<file path="src/rtl/morse_symbol_timer.sv">
// Morse key timer: times key presses and gaps, classifies dot/dash,
// and frames symbols into letters and words for the shift register.
module morse_symbol_timer #(
    parameter int TICK_DIV         = 50_000,
    parameter int DASH_UNITS       = 3,
    parameter int LETTER_GAP_UNITS = 3,
    parameter int WORD_GAP_UNITS   = 7,
    parameter int UNIT_W           = 4
) (
    input  logic       clk,
    input  logic       reset_n,
    input  logic       key,
    output logic       shift,
    output logic       si,
    output logic       clear,
    output logic       letter_valid,
    output logic [2:0] sym_count,
    output logic       overflow,
    output logic       word_gap
);

    localparam int PW = (TICK_DIV > 1) ? $clog2(TICK_DIV) : 1;
    localparam logic [PW-1:0]     PMAX   = PW'(TICK_DIV - 1);
    localparam logic [UNIT_W-1:0] UMAX   = '1;
    localparam logic [UNIT_W-1:0] DASH_U = UNIT_W'(DASH_UNITS);
    localparam logic [UNIT_W-1:0] LGAP_U = UNIT_W'(LETTER_GAP_UNITS);
    localparam logic [UNIT_W-1:0] WGAP_U = UNIT_W'(WORD_GAP_UNITS);
    localparam logic [2:0]        MAXSYM = 3'd5;

    typedef enum logic [1:0] {
        IDLE  = 2'd0,
        PRESS = 2'd1,
        GAP   = 2'd2,
        LGAP  = 2'd3
    } state_t;

    state_t state, state_nx;

    logic key_m, key_s, key_d;
    logic rise, fall, key_edge;
    logic [PW-1:0] presc;
    logic [UNIT_W-1:0] units;
    logic tick;
    logic shift_nx, lv_nx, wg_nx, ovf_set;

    // key_m/key_s form the synchroniser; key_d holds the previous key_s
    always_ff @(posedge clk or negedge reset_n) begin
        if (!reset_n) begin
            key_m <= 1'b0;
            key_s <= 1'b0;
            key_d <= 1'b0;
        end else begin
            key_m <= key;
            key_s <= key_m;
            key_d <= key_s;
        end
    end

    assign rise     = key_s & ~key_d;
    assign fall     = ~key_s & key_d;
    assign key_edge = rise | fall;
    assign tick     = (presc == PMAX);

    always_ff @(posedge clk or negedge reset_n) begin
        if (!reset_n) begin
            presc <= '0;
            units <= '0;
        end else if (key_edge) begin
            presc <= '0;
            units <= '0;
        end else if (tick) begin
            presc <= '0;
            if (units != UMAX)
                units <= units + 1'b1;
        end else begin
            presc <= presc + 1'b1;
        end
    end

    always_ff @(posedge clk or negedge reset_n) begin
        if (!reset_n)
            state <= IDLE;
        else
            state <= state_nx;
    end

    always_comb begin
        state_nx = state;
        shift_nx = 1'b0;
        lv_nx    = 1'b0;
        wg_nx    = 1'b0;
        ovf_set  = 1'b0;
        unique case (state)
            IDLE: begin
                if (rise)
                    state_nx = PRESS;
            end
            PRESS: begin
                if (fall) begin
                    state_nx = GAP;
                    if (sym_count < MAXSYM)
                        shift_nx = 1'b1;
                    else
                        ovf_set = 1'b1;
                end
            end
            GAP: begin
                // a press landing on the threshold still closes the letter
                if (units == LGAP_U) begin
                    if (sym_count != 3'd0) begin
                        lv_nx    = 1'b1;
                        state_nx = rise ? PRESS : LGAP;
                    end else begin
                        state_nx = rise ? PRESS : IDLE;
                    end
                end else if (rise) begin
                    state_nx = PRESS;
                end
            end
            LGAP: begin
                if (rise) begin
                    state_nx = PRESS;
                end else if (units == WGAP_U) begin
                    wg_nx    = 1'b1;
                    state_nx = IDLE;
                end
            end
            default: state_nx = IDLE;
        endcase
    end

    always_ff @(posedge clk or negedge reset_n) begin
        if (!reset_n) begin
            shift        <= 1'b0;
            si           <= 1'b0;
            letter_valid <= 1'b0;
            word_gap     <= 1'b0;
            clear        <= 1'b0;
            sym_count    <= 3'd0;
            overflow     <= 1'b0;
        end else begin
            shift        <= shift_nx;
            si           <= shift_nx & (units >= DASH_U);
            letter_valid <= lv_nx;
            word_gap     <= wg_nx;
            clear        <= letter_valid;
            if (letter_valid) begin
                sym_count <= shift_nx ? 3'd1 : 3'd0;
                overflow  <= ovf_set;
            end else begin
                if (shift_nx)
                    sym_count <= sym_count + 3'd1;
                if (ovf_set)
                    overflow <= 1'b1;
            end
        end
    end

endmodule

</file>
<file path="config.mk">
export PLATFORM = sky130hd
export DESIGN_NAME = morse_symbol_timer
export DESIGN_NICKNAME = d
export VERILOG_FILES = /design/src/rtl/morse_symbol_timer.sv
export SDC_FILE = /design/constraint.sdc
export NUM_CORES = 1
export LEC_CHECK = 0
export CAP_MARGIN = 0
export CORE_UTILIZATION = 45
export CTS_CLUSTER_DIAMETER = 120
export CTS_CLUSTER_SIZE = 20
export DETAILED_ROUTE_END_ITERATION = 8
export PLACE_DENSITY = 0.7
export SLEW_MARGIN = 30
export SYNTH_ARGS = -nofsm -noshare
export SYNTH_HDL_FRONTEND = slang
export SYNTH_SLANG_ARGS = --single-unit
</file>
<file path="constraint.sdc">
create_clock -name clk -period 2.6 [get_ports clk]
set_input_delay 0.52 -clock clk [delete_from_list [all_inputs] [get_ports clk]]
set_output_delay 0.52 -clock clk [all_outputs]
set_load 0.05 [all_outputs]
</file>
==> report_table.html, run 1 <==
<table>
<tr><th>Metric</th><th>Value</th></tr>
<tr><th colspan="2">Outcome</th></tr>
<tr><td>Status</td><td>finished clean</td></tr>
<tr><th colspan="2">Timing</th></tr>
<tr><td>Endpoints failing setup</td><td>0</td></tr>
<tr><td>Relative max-transition margin</td><td>0.672</td></tr>
<tr><td>Number of hold violations in the final report</td><td>0</td></tr>
<tr><td>Timing-limited maximum frequency</td><td>roughly 470 MHz</td></tr>
<tr><td>Worst Tran Pin Value</td><td>approximately 0.49 ns</td></tr>
<tr><td>Final count of pins violating max slew</td><td>0</td></tr>
<tr><td>Post-Route Skew</td><td>around 0.0090 ns</td></tr>
<tr><td>Final worst-path cycle share</td><td>0.820</td></tr>
<tr><td>RSZ-0062 raised after global routing</td><td>no</td></tr>
<tr><td>Post-Route Setup TNS</td><td>0 ns</td></tr>
<tr><td>Min Clock Period, post-route</td><td>2.13 ns</td></tr>
<tr><th colspan="2">CTS</th></tr>
<tr><td>Clock root buffer</td><td>clkbuf_4</td></tr>
<tr><td>Post-CTS Hold Buffers</td><td>0</td></tr>
<tr><td>Largest buffer count on any clock path</td><td>2</td></tr>
<tr><td>CTS tree</td><td>yes</td></tr>
<tr><td>TritonCTS Buffers</td><td>5</td></tr>
<tr><td>Post-CTS setup buffer count</td><td>0</td></tr>
<tr><td>Total number of clock tree sinks</td><td>34</td></tr>
<tr><td>Level count of the clock H-tree</td><td>2</td></tr>
<tr><td>Post-CTS clock slew at the launch and capture registers of the worst setup and hold paths</td><td>roughly 0.1 ns</td></tr>
<tr><td>Post-cts sizing count</td><td>0</td></tr>
<tr><td>Clock insertion delay at the later pin of the skew report</td><td>between 0.3 and 0.4 ns</td></tr>
<tr><th colspan="2">Synthesis</th></tr>
<tr><td>Number of distinct library cells after synthesis</td><td>33</td></tr>
<tr><td>Post-synth ARST share</td><td>1.00</td></tr>
<tr><td>Top cells by area in the synthesized netlist</td><td>dfrtp_1 (52%), xnor2_1 (7.4%), nor2_1 (5.5%), ha_1 (5.3%), nand3_1 (3.0%)</td></tr>
<tr><td>Sequential fraction of the synthesis area</td><td>0.515</td></tr>
<tr><td>Leading area contributor after synthesis</td><td>dfrtp_1</td></tr>
<tr><td>Total nets after synthesis</td><td>170</td></tr>
<tr><td>Summed instance area of the synthesized netlist</td><td>around 1700 um^2</td></tr>
<tr><td>Mean cell area of the mapped netlist</td><td>10.3 um^2</td></tr>
<tr><td>Synthesis warning total</td><td>0</td></tr>
<tr><td>Number of enable-type register cells in the synthesized netlist</td><td>0</td></tr>
<tr><td>Area share of the largest cell type after synthesis</td><td>0.515</td></tr>
<tr><td>Yosys reg bits</td><td>34</td></tr>
<tr><td>Post-synthesis cell count</td><td>160</td></tr>
<tr><td>Primary flip-flop cell chosen by synthesis mapping</td><td>dfrtp_1</td></tr>
<tr><th colspan="2">Critical path</th></tr>
<tr><td>Critical path data arrival time</td><td>approximately 1.6 ns</td></tr>
<tr><td>Crit path launch type</td><td>register</td></tr>
<tr><td>Worst path buffer plus inverter count</td><td>1</td></tr>
<tr><td>WP data required</td><td>2.08 ns</td></tr>
<tr><td>Crit Path Max Fanout</td><td>6</td></tr>
<tr><td>Crit-path max cell delay</td><td>between 0.8 and 0.9 ns</td></tr>
<tr><td>Cell breakdown of the critical path</td><td>clkdlybuf4s50_1</td></tr>
<tr><td>Highest-delay cell along the critical path</td><td>clkdlybuf4s50_1</td></tr>
<tr><td>Endpoint kind of the worst setup timing path</td><td>primary output</td></tr>
<tr><td>Cell family with the largest share of critical-path delay</td><td>buffers and inverters</td></tr>
<tr><td>Type of the worst setup path</td><td>reg -&gt; out</td></tr>
<tr><th colspan="2">Floorplan</th></tr>
<tr><td>Initial cell density of the core</td><td>0.484</td></tr>
<tr><td>Number of core rows</td><td>21</td></tr>
<tr><td>Top-level I/O count</td><td>12</td></tr>
<tr><td>Die footprint</td><td>~3900 um^2</td></tr>
<tr><td>Die Y</td><td>62.6 um</td></tr>
<tr><td>Core outline area</td><td>between 3000 and 4000 um^2</td></tr>
<tr><td>Die X</td><td>62.6 um</td></tr>
<tr><th colspan="2">Placed design</th></tr>
<tr><td>Final weighted congestion in routability-driven placement</td><td>approximately 0.77</td></tr>
<tr><td>Port Buf Inserts</td><td>11</td></tr>
<tr><td>Detailed Place HPWL</td><td>2.02 mm</td></tr>
<tr><th colspan="2">Layout</th></tr>
<tr><td>Net count reported at finish</td><td>between 150 and 200</td></tr>
<tr><td>Filler instances</td><td>309</td></tr>
<tr><td>Sequential cell area in the final layout</td><td>851 um^2</td></tr>
<tr><td>Share of final-layout standard cells stronger than drive strength 1</td><td>0.0730</td></tr>
<tr><td>Number of inserted diodes</td><td>0</td></tr>
<tr><td>Area used by multi-input combinational logic</td><td>733 um^2</td></tr>
<tr><td>Util after Layout</td><td>0.547</td></tr>
<tr><td>Area delta synth-&gt;final</td><td>13.1%</td></tr>
<tr><th colspan="2">Min path</th></tr>
<tr><td>Worst hold path class</td><td>reg -&gt; reg</td></tr>
<tr><th colspan="2">Global route</th></tr>
<tr><td>Sum of overflow across all layers after global routing</td><td>0</td></tr>
<tr><td>Global-route wire length before repair</td><td>approximately 5.2 mm</td></tr>
<tr><td>Global-route usage over all layers</td><td>0.170</td></tr>
<tr><td>Pin count of the biggest net entering global routing</td><td>35</td></tr>
<tr><td>Initial antenna violation count</td><td>0</td></tr>
<tr><td>Via count of the first global-routing pass</td><td>between 1000 and 1500</td></tr>
<tr><th colspan="2">Pwr</th></tr>
<tr><td>Pwr per Cell Area</td><td>roughly 700 nW/um^2</td></tr>
<tr><td>Gate power share</td><td>0.282</td></tr>
<tr><td>Switching fraction of total power</td><td>0.358</td></tr>
<tr><td>Sequential Power Share</td><td>0.494</td></tr>
<tr><td>Net switching power</td><td>about 0.47 mW</td></tr>
<tr><td>Lkg Pwr</td><td>roughly 0.8 nW</td></tr>
<tr><td>Worst VDD drop</td><td>between 200 and 300 uV</td></tr>
<tr><td>Internal power</td><td>roughly 0.85 mW</td></tr>
<tr><td>Clock network fraction of total power</td><td>0.224</td></tr>
<tr><th colspan="2">Run</th></tr>
<tr><td>Number of max-capacitance violations reported</td><td>0</td></tr>
<tr><th colspan="2">Routing</th></tr>
<tr><td>DR top layer</td><td>met4</td></tr>
<tr><td>Via count of the routed design</td><td>about 1200</td></tr>
<tr><td>Initial DRC Count</td><td>58</td></tr>
<tr><td>Detail-routed via count per cell</td><td>between 5 and 6</td></tr>
<tr><td>Avg WL per Cell</td><td>roughly 12 um</td></tr>
<tr><td>Total wire length after detailed routing</td><td>between 2 and 3 mm</td></tr>
<tr><td>Count of antenna-violating nets left after detailed routing</td><td>0</td></tr>
<tr><td>Pre-antenna DRT Iters</td><td>4</td></tr>
<tr><td>Met3 wirelength from detailed routing</td><td>about 100 um</td></tr>
<tr><td>Met2 wire len</td><td>about 1.4 mm</td></tr>
<tr><td># DRC</td><td>0</td></tr>
<tr><td>Metal-1 WL</td><td>~1.3 mm</td></tr>
</table>
## state kept, by name (all words and copies together), names as in the netlist, 2 cells and up
signal / flops
units: 4
sym_count: 3
presc: 16
state: 2
## cell families after synthesis
logic type | count (synthesis) | share of synthesized area
AND/OR/NAND/NOR | 72 | 0.233
flip-flops | 34 | 0.515
adder cells (fa/ha/maj) | 7 | 0.0530
buffers and inverters | 15 | 0.0409
XOR/XNOR | 16 | 0.0849
AO/OA/AOI/OAI | 12 | 0.0485
multiplexers | 4 | 0.0242
## Yosys cell counts, types with 3 or more instances
master	n
nor2_1	24
mux2i_1	4
dfrtp_1	34
nand3_1	10
inv_1	13
nand2_1	9
nor3_1	8
ha_1	7
nor4_1	4
o21ai_0	3
xnor2_1	14
nand4_1	4
## cells in the final DEF, fill, tap and decap left out, types with 3 or more instances in the layout
cell,n
inv_1,13
nand3_1,10
xnor2_1,14
o21ai_0,3
ha_1,7
nand4_1,4
dfrtp_1,34
mux2i_1,4
nand2_1,9
nor4_1,4
nor3_1,8
clkbuf_4,5
nor2_1,24
clkdlybuf4s50_1,11
## final timing paths
path | startpoint | to | slack, ns | cells after the start
worst max-delay path | letter_valid | letter_valid | 0.47 | 1
worst min-delay path | key_m | key_s | 0.36 | 0
min in group asynchronous | reset_n | sym_count[1] | 0.58 | 2
worst max register to register | presc[11] | presc[9] | 0.75 | 4
worst min register to register | key_m | key_s | 0.36 | 0
max in group asynchronous | reset_n | key_d | 1.71 | 2
## worst register-to-register path, delay by kind of cell, from the launching register on
kind | cells | cell delay, ns
AND/OR/NAND/NOR | 3 | 0.94
AO/OA/AOI/OAI | 1 | 0.35
flip-flops | 1 | 0.45
## power by group through the flow
stage,Combinational (mW),Sequential (mW),Clock (mW)
3_5_place_dp,0.378,0.667,0
2_1_floorplan,0.166,0.760,0
6_report,0.374,0.655,0.297
3_3_place_gp,0.363,0.659,0
4_1_cts,0.379,0.657,0.308
5_1_grt,0.411,0.667,0.337
## layout make-up
cell class / instances / area share
inverters: 13 / 0.0261
clock inverters: 1 / 0.00268
repair buffers: 12 / 0.0630
multi-input cells: 111 / 0.392
flip-flops and latches: 34 / 0.455
clock buffers: 7 / 0.0295
well taps: 46 / 0.0308
## metal layers
metal / global-route usage / up-vias
li1: - / 580
met2: 0.288 / 24
met5: 0 / -
met1: 0.194 / 558
met4: 0.0814 / 0
met3: 0.0511 / 9
## through the flow
step                      hold slack [ns]  cells  instance area, um^2  power, mW  worst slack (ns)
after floorplan                     0.224    160                 1650      0.925             0.901
after global placement              0.335    216                 1810       1.02             0.827
after detailed placement            0.344    216                 1810       1.05             0.746
after CTS                           0.367    224                 1870       1.34             0.443
after global routing                0.381    224                 1870       1.42             0.403
final                               0.362    224                 1870       1.33             0.467
Note: power is estimated with default switching activity, not from simulation.
==> inputs of run 2 (changes only) <==
--- a/config.mk
+++ b/config.mk
@@ -10,7 +10,7 @@
 export CTS_CLUSTER_DIAMETER = 120
 export CTS_CLUSTER_SIZE = 20
 export DETAILED_ROUTE_END_ITERATION = 8
-export PLACE_DENSITY = 0.7
+export PLACE_DENSITY = 0.72
 export SLEW_MARGIN = 30
 export SYNTH_ARGS = -nofsm -noshare
 export SYNTH_HDL_FRONTEND = slang
==> constraint.sdc (replaced) <==
create_clock -name clk -period 1.92 [get_ports clk]
set_input_delay 0.384 -clock clk [delete_from_list [all_inputs] [get_ports clk]]
set_output_delay 0.384 -clock clk [all_outputs]
set_load 0.05 [all_outputs]
==> report_table.html, run 2 (synthesis results as in run 1) <==
<table>
<tr><th>Metric</th><th>Value</th></tr>
<tr><th colspan="2">Outcome</th></tr>
<tr><td>Status</td><td>finished clean (unchanged)</td></tr>
<tr><th colspan="2">Critical path</th></tr>
<tr><td>Critical register-to-register path startpoint</td><td>presc[11] (unchanged)</td></tr>
<tr><td>Critical Path End</td><td>overflow (was letter_valid)</td></tr>
<tr><td>Worst reg2reg path endpoint</td><td>units[2] (was presc[9])</td></tr>
<tr><td>Crit. path cell count</td><td>1 (unchanged)</td></tr>
<tr><td>Crit-path max cell delay</td><td>0.80 ns (was 0.83 ns)</td></tr>
<tr><td>Crit path launch type</td><td>register (unchanged)</td></tr>
<tr><td>Type of the worst setup path</td><td>reg -&gt; out (unchanged)</td></tr>
<tr><td>Crit Path Max Fanout</td><td>2 (was 6)</td></tr>
<tr><td>Cell family with the largest share of critical-path delay</td><td>buffers and inverters (unchanged)</td></tr>
<tr><td>Number of cells traversed by the worst register-to-register path</td><td>4 (unchanged)</td></tr>
<tr><td>Critical path data arrival time</td><td>1.48 ns (was 1.61 ns)</td></tr>
<tr><td>Register-to-register setup slack</td><td>0.13 ns (was 0.75 ns)</td></tr>
<tr><td>Cell breakdown of the critical path</td><td>clkdlybuf4s50_1 (unchanged)</td></tr>
<tr><td>Endpoint kind of the worst setup timing path</td><td>primary output (unchanged)</td></tr>
<tr><td>Worst path buffer plus inverter count</td><td>1 (unchanged)</td></tr>
<tr><td>Highest-delay cell along the critical path</td><td>clkdlybuf4s50_1 (unchanged)</td></tr>
<tr><td>WP data required</td><td>1.54 ns (was 2.08 ns)</td></tr>
<tr><td>Critical Path Start</td><td>overflow (was letter_valid)</td></tr>
<tr><th colspan="2">Min path</th></tr>
<tr><td>Worst hold path class</td><td>reg -&gt; reg (unchanged)</td></tr>
<tr><th colspan="2">Timing</th></tr>
<tr><td>Final count of pins violating max slew</td><td>0 (unchanged)</td></tr>
<tr><td>Post-Route Skew</td><td>0.00643 ns (was 0.00900 ns)</td></tr>
<tr><td>Endpoints failing setup</td><td>0 (unchanged)</td></tr>
<tr><td>Post-Route Setup TNS</td><td>0 ns (unchanged)</td></tr>
<tr><td>Worst Tran Pin Value</td><td>0.494 ns (was 0.491 ns)</td></tr>
<tr><td>Final worst-path cycle share</td><td>0.972</td></tr>
<tr><td>RSZ-0062 raised after global routing</td><td>no (unchanged)</td></tr>
<tr><td>Number of hold violations in the final report</td><td>0 (unchanged)</td></tr>
<tr><td>Relative max-transition margin</td><td>0.670 (was 0.672)</td></tr>
<tr><td>Worst slack on hold paths</td><td>0.355 ns (was 0.362 ns)</td></tr>
<tr><td>Timing-limited maximum frequency</td><td>~540 MHz</td></tr>
<tr><td>Min Clock Period, post-route</td><td>around 1.9 ns</td></tr>
<tr><th colspan="2">CTS</th></tr>
<tr><td>Total number of clock tree sinks</td><td>34 (unchanged)</td></tr>
<tr><td>TritonCTS Buffers</td><td>5 (unchanged)</td></tr>
<tr><td>Level count of the clock H-tree</td><td>2 (unchanged)</td></tr>
<tr><td>Largest buffer count on any clock path</td><td>2 (unchanged)</td></tr>
<tr><td>Post-CTS setup buffer count</td><td>0 (unchanged)</td></tr>
<tr><td>CTS tree</td><td>yes (unchanged)</td></tr>
<tr><td>Post-CTS clock slew at the launch and capture registers of the worst setup and hold paths</td><td>0.09 ns (was 0.10 ns)</td></tr>
<tr><td>Clock root buffer</td><td>clkbuf_4 (unchanged)</td></tr>
<tr><td>Clock insertion delay at the later pin of the skew report</td><td>0.33 ns (about the same)</td></tr>
<tr><td>Post-CTS Hold Buffers</td><td>0 (unchanged)</td></tr>
<tr><th colspan="2">Placed design</th></tr>
<tr><td>Detailed Place HPWL</td><td>2.03 mm (was 2.02 mm)</td></tr>
<tr><td>DP Cell Count</td><td>216 (unchanged)</td></tr>
<tr><td>Port Buf Inserts</td><td>11 (unchanged)</td></tr>
<tr><td>Final weighted congestion in routability-driven placement</td><td>0.785 (was 0.774)</td></tr>
<tr><th colspan="2">Floorplan</th></tr>
<tr><td>Top-level I/O count</td><td>12 (unchanged)</td></tr>
<tr><td>Initial cell density of the core</td><td>0.484 (unchanged)</td></tr>
<tr><td>Number of core rows</td><td>21 (unchanged)</td></tr>
<tr><td>Core outline area</td><td>3420 um^2 (unchanged)</td></tr>
<tr><td>Die X</td><td>62.6 um (unchanged)</td></tr>
<tr><td>Die footprint</td><td>3920 um^2 (unchanged)</td></tr>
<tr><td>Die Y</td><td>62.6 um (unchanged)</td></tr>
<tr><th colspan="2">Routing</th></tr>
<tr><td>Count of antenna-violating nets left after detailed routing</td><td>0 (unchanged)</td></tr>
<tr><td>Initial DRC Count</td><td>46 (was 58)</td></tr>
<tr><td># DRC</td><td>0 (unchanged)</td></tr>
<tr><td>Avg WL per Cell</td><td>12.5 um (about the same)</td></tr>
<tr><td>Via count of the routed design</td><td>1169 (was 1171)</td></tr>
<tr><td>Total wire length after detailed routing</td><td>2.78 mm (was 2.80 mm)</td></tr>
<tr><td>Detail-routed via count per cell</td><td>5.24 (was 5.23)</td></tr>
<tr><td>Pre-antenna DRT Iters</td><td>4 (unchanged)</td></tr>
<tr><th colspan="2">Pwr</th></tr>
<tr><td>Lkg Pwr</td><td>0.817 nW (was 0.820 nW)</td></tr>
<tr><td>Worst VDD drop</td><td>323 uV (was 296 uV)</td></tr>
<tr><td>Pwr per Cell Area</td><td>933 nW/um^2 (was 709 nW/um^2)</td></tr>
<tr><td>Overall power</td><td>1.73 mW (was 1.33 mW)</td></tr>
<tr><th colspan="2">Global route</th></tr>
<tr><td>Pin count of the biggest net entering global routing</td><td>35 (unchanged)</td></tr>
<tr><td>Sum of overflow across all layers after global routing</td><td>0 (unchanged)</td></tr>
<tr><td>Initial antenna violation count</td><td>0 (unchanged)</td></tr>
<tr><td>Via count of the first global-routing pass</td><td>1168 (was 1200)</td></tr>
<tr><td>Global-route wire length before repair</td><td>4.93 mm (was 5.18 mm)</td></tr>
<tr><td>Global-route usage over all layers</td><td>0.161 (was 0.170)</td></tr>
<tr><th colspan="2">Layout</th></tr>
<tr><td>Area delta synth-&gt;final</td><td>12.0% (was 13.1%)</td></tr>
<tr><td>Register with the most flip-flops</td><td>presc (unchanged)</td></tr>
<tr><td>Number of standard cells in the final layout excluding fillers</td><td>223 (was 224)</td></tr>
<tr><td>Leading registers by flop count</td><td>presc: 16 flops, units: 4 flops, sym_count: 3 flops (unchanged)</td></tr>
<tr><td>Number of inserted diodes</td><td>0 (unchanged)</td></tr>
<tr><td>Net count reported at finish</td><td>187 (unchanged)</td></tr>
<tr><td>Commonest non-fill, non-tap cells in the layout</td><td>dfrtp_1 (34), nor2_1 (24), xnor2_1 (14), inv_1 (13), nand3_1 (10) (was dfrtp_1 (34), nor2_1 (24), xnor2_1 (14), inv_1 (13), clkdlybuf4s50_1 (11))</td></tr>
<tr><td>Share of final-layout standard cells stronger than drive strength 1</td><td>0.0791 (was 0.0730)</td></tr>
<tr><td>Most frequent standard cell in the layout excluding fill and tap cells</td><td>dfrtp_1 (unchanged)</td></tr>
<tr><td>Max FFs per register</td><td>16 (unchanged)</td></tr>
<tr><th colspan="2">Run</th></tr>
<tr><td>Number of max-capacitance violations reported</td><td>0 (unchanged)</td></tr>
</table>
-- run 2: cell types whose count changed in the layout (fill, tap and decap cells not counted) --
cell and delta:
dlygate4sd2_1 +1, clkbuf_1 +1, clkinv_2 -1, clkdlybuf4s50_1 -4
a21o_2 -1, buf_4 +3, a21o_4 +1, clkbuf_8 -1
-- run 2: final cells by class --
cell class | count | area [um^2]
sequential | 34 | 851
inverter | 13 | 48.8
multi-input combinational | 111 | 739
clock buffer | 7 | 45.0
tap | 46 | 57.6
timing repair buffer | 12 | 109
fill | 323 | 1570
-- run 2: worst min-delay path by stage --
stage / slack, ns / cells past startpoint / start / to
4_1_cts: 0.36 / 0 / key_m / key_s
5_1_grt: 0.36 / 0 / key_m / key_s
3_3_place_gp: 0.33 / 0 / key_m / key_s
6_report: 0.36 / 0 / key_m / key_s
3_5_place_dp: 0.34 / 0 / key_m / key_s
2_1_floorplan: 0.09 / 0 / reset_n / clear
-- run 2: report_power, final --
group          internal [mW]  switching, mW  leakage (nW)
clock network          0.138          0.215        0.0254
registers              0.796         0.0885         0.455
logic                  0.164          0.326         0.336
-- run 2: through the flow --
step | setup slack (ns) | util | instance area [um^2]
final | 0.0534 | 0.542 | 1850
after global routing | 0.0000666 | 0.542 | 1850
after CTS | 0.0340 | 0.540 | 1840
after detailed placement | 0.0637 | 0.527 | 1800
after global placement | 0.147 | 0.527 | 1800
after floorplan | 0.221 | - | 1650
-- run 2: what timing repair did --
item | 4_1_cts | 5_1_grt
resized for setup | 1 | 1
setup endpoints to repair | 1 | 15
cloned | 0 | 0
-- run 2: metal layers --
metal	wire length [um]	track usage
met5	0	0
met4	55	0.0698
met3	109	0.0511
met2	1370	0.281
met1	1240	0.178
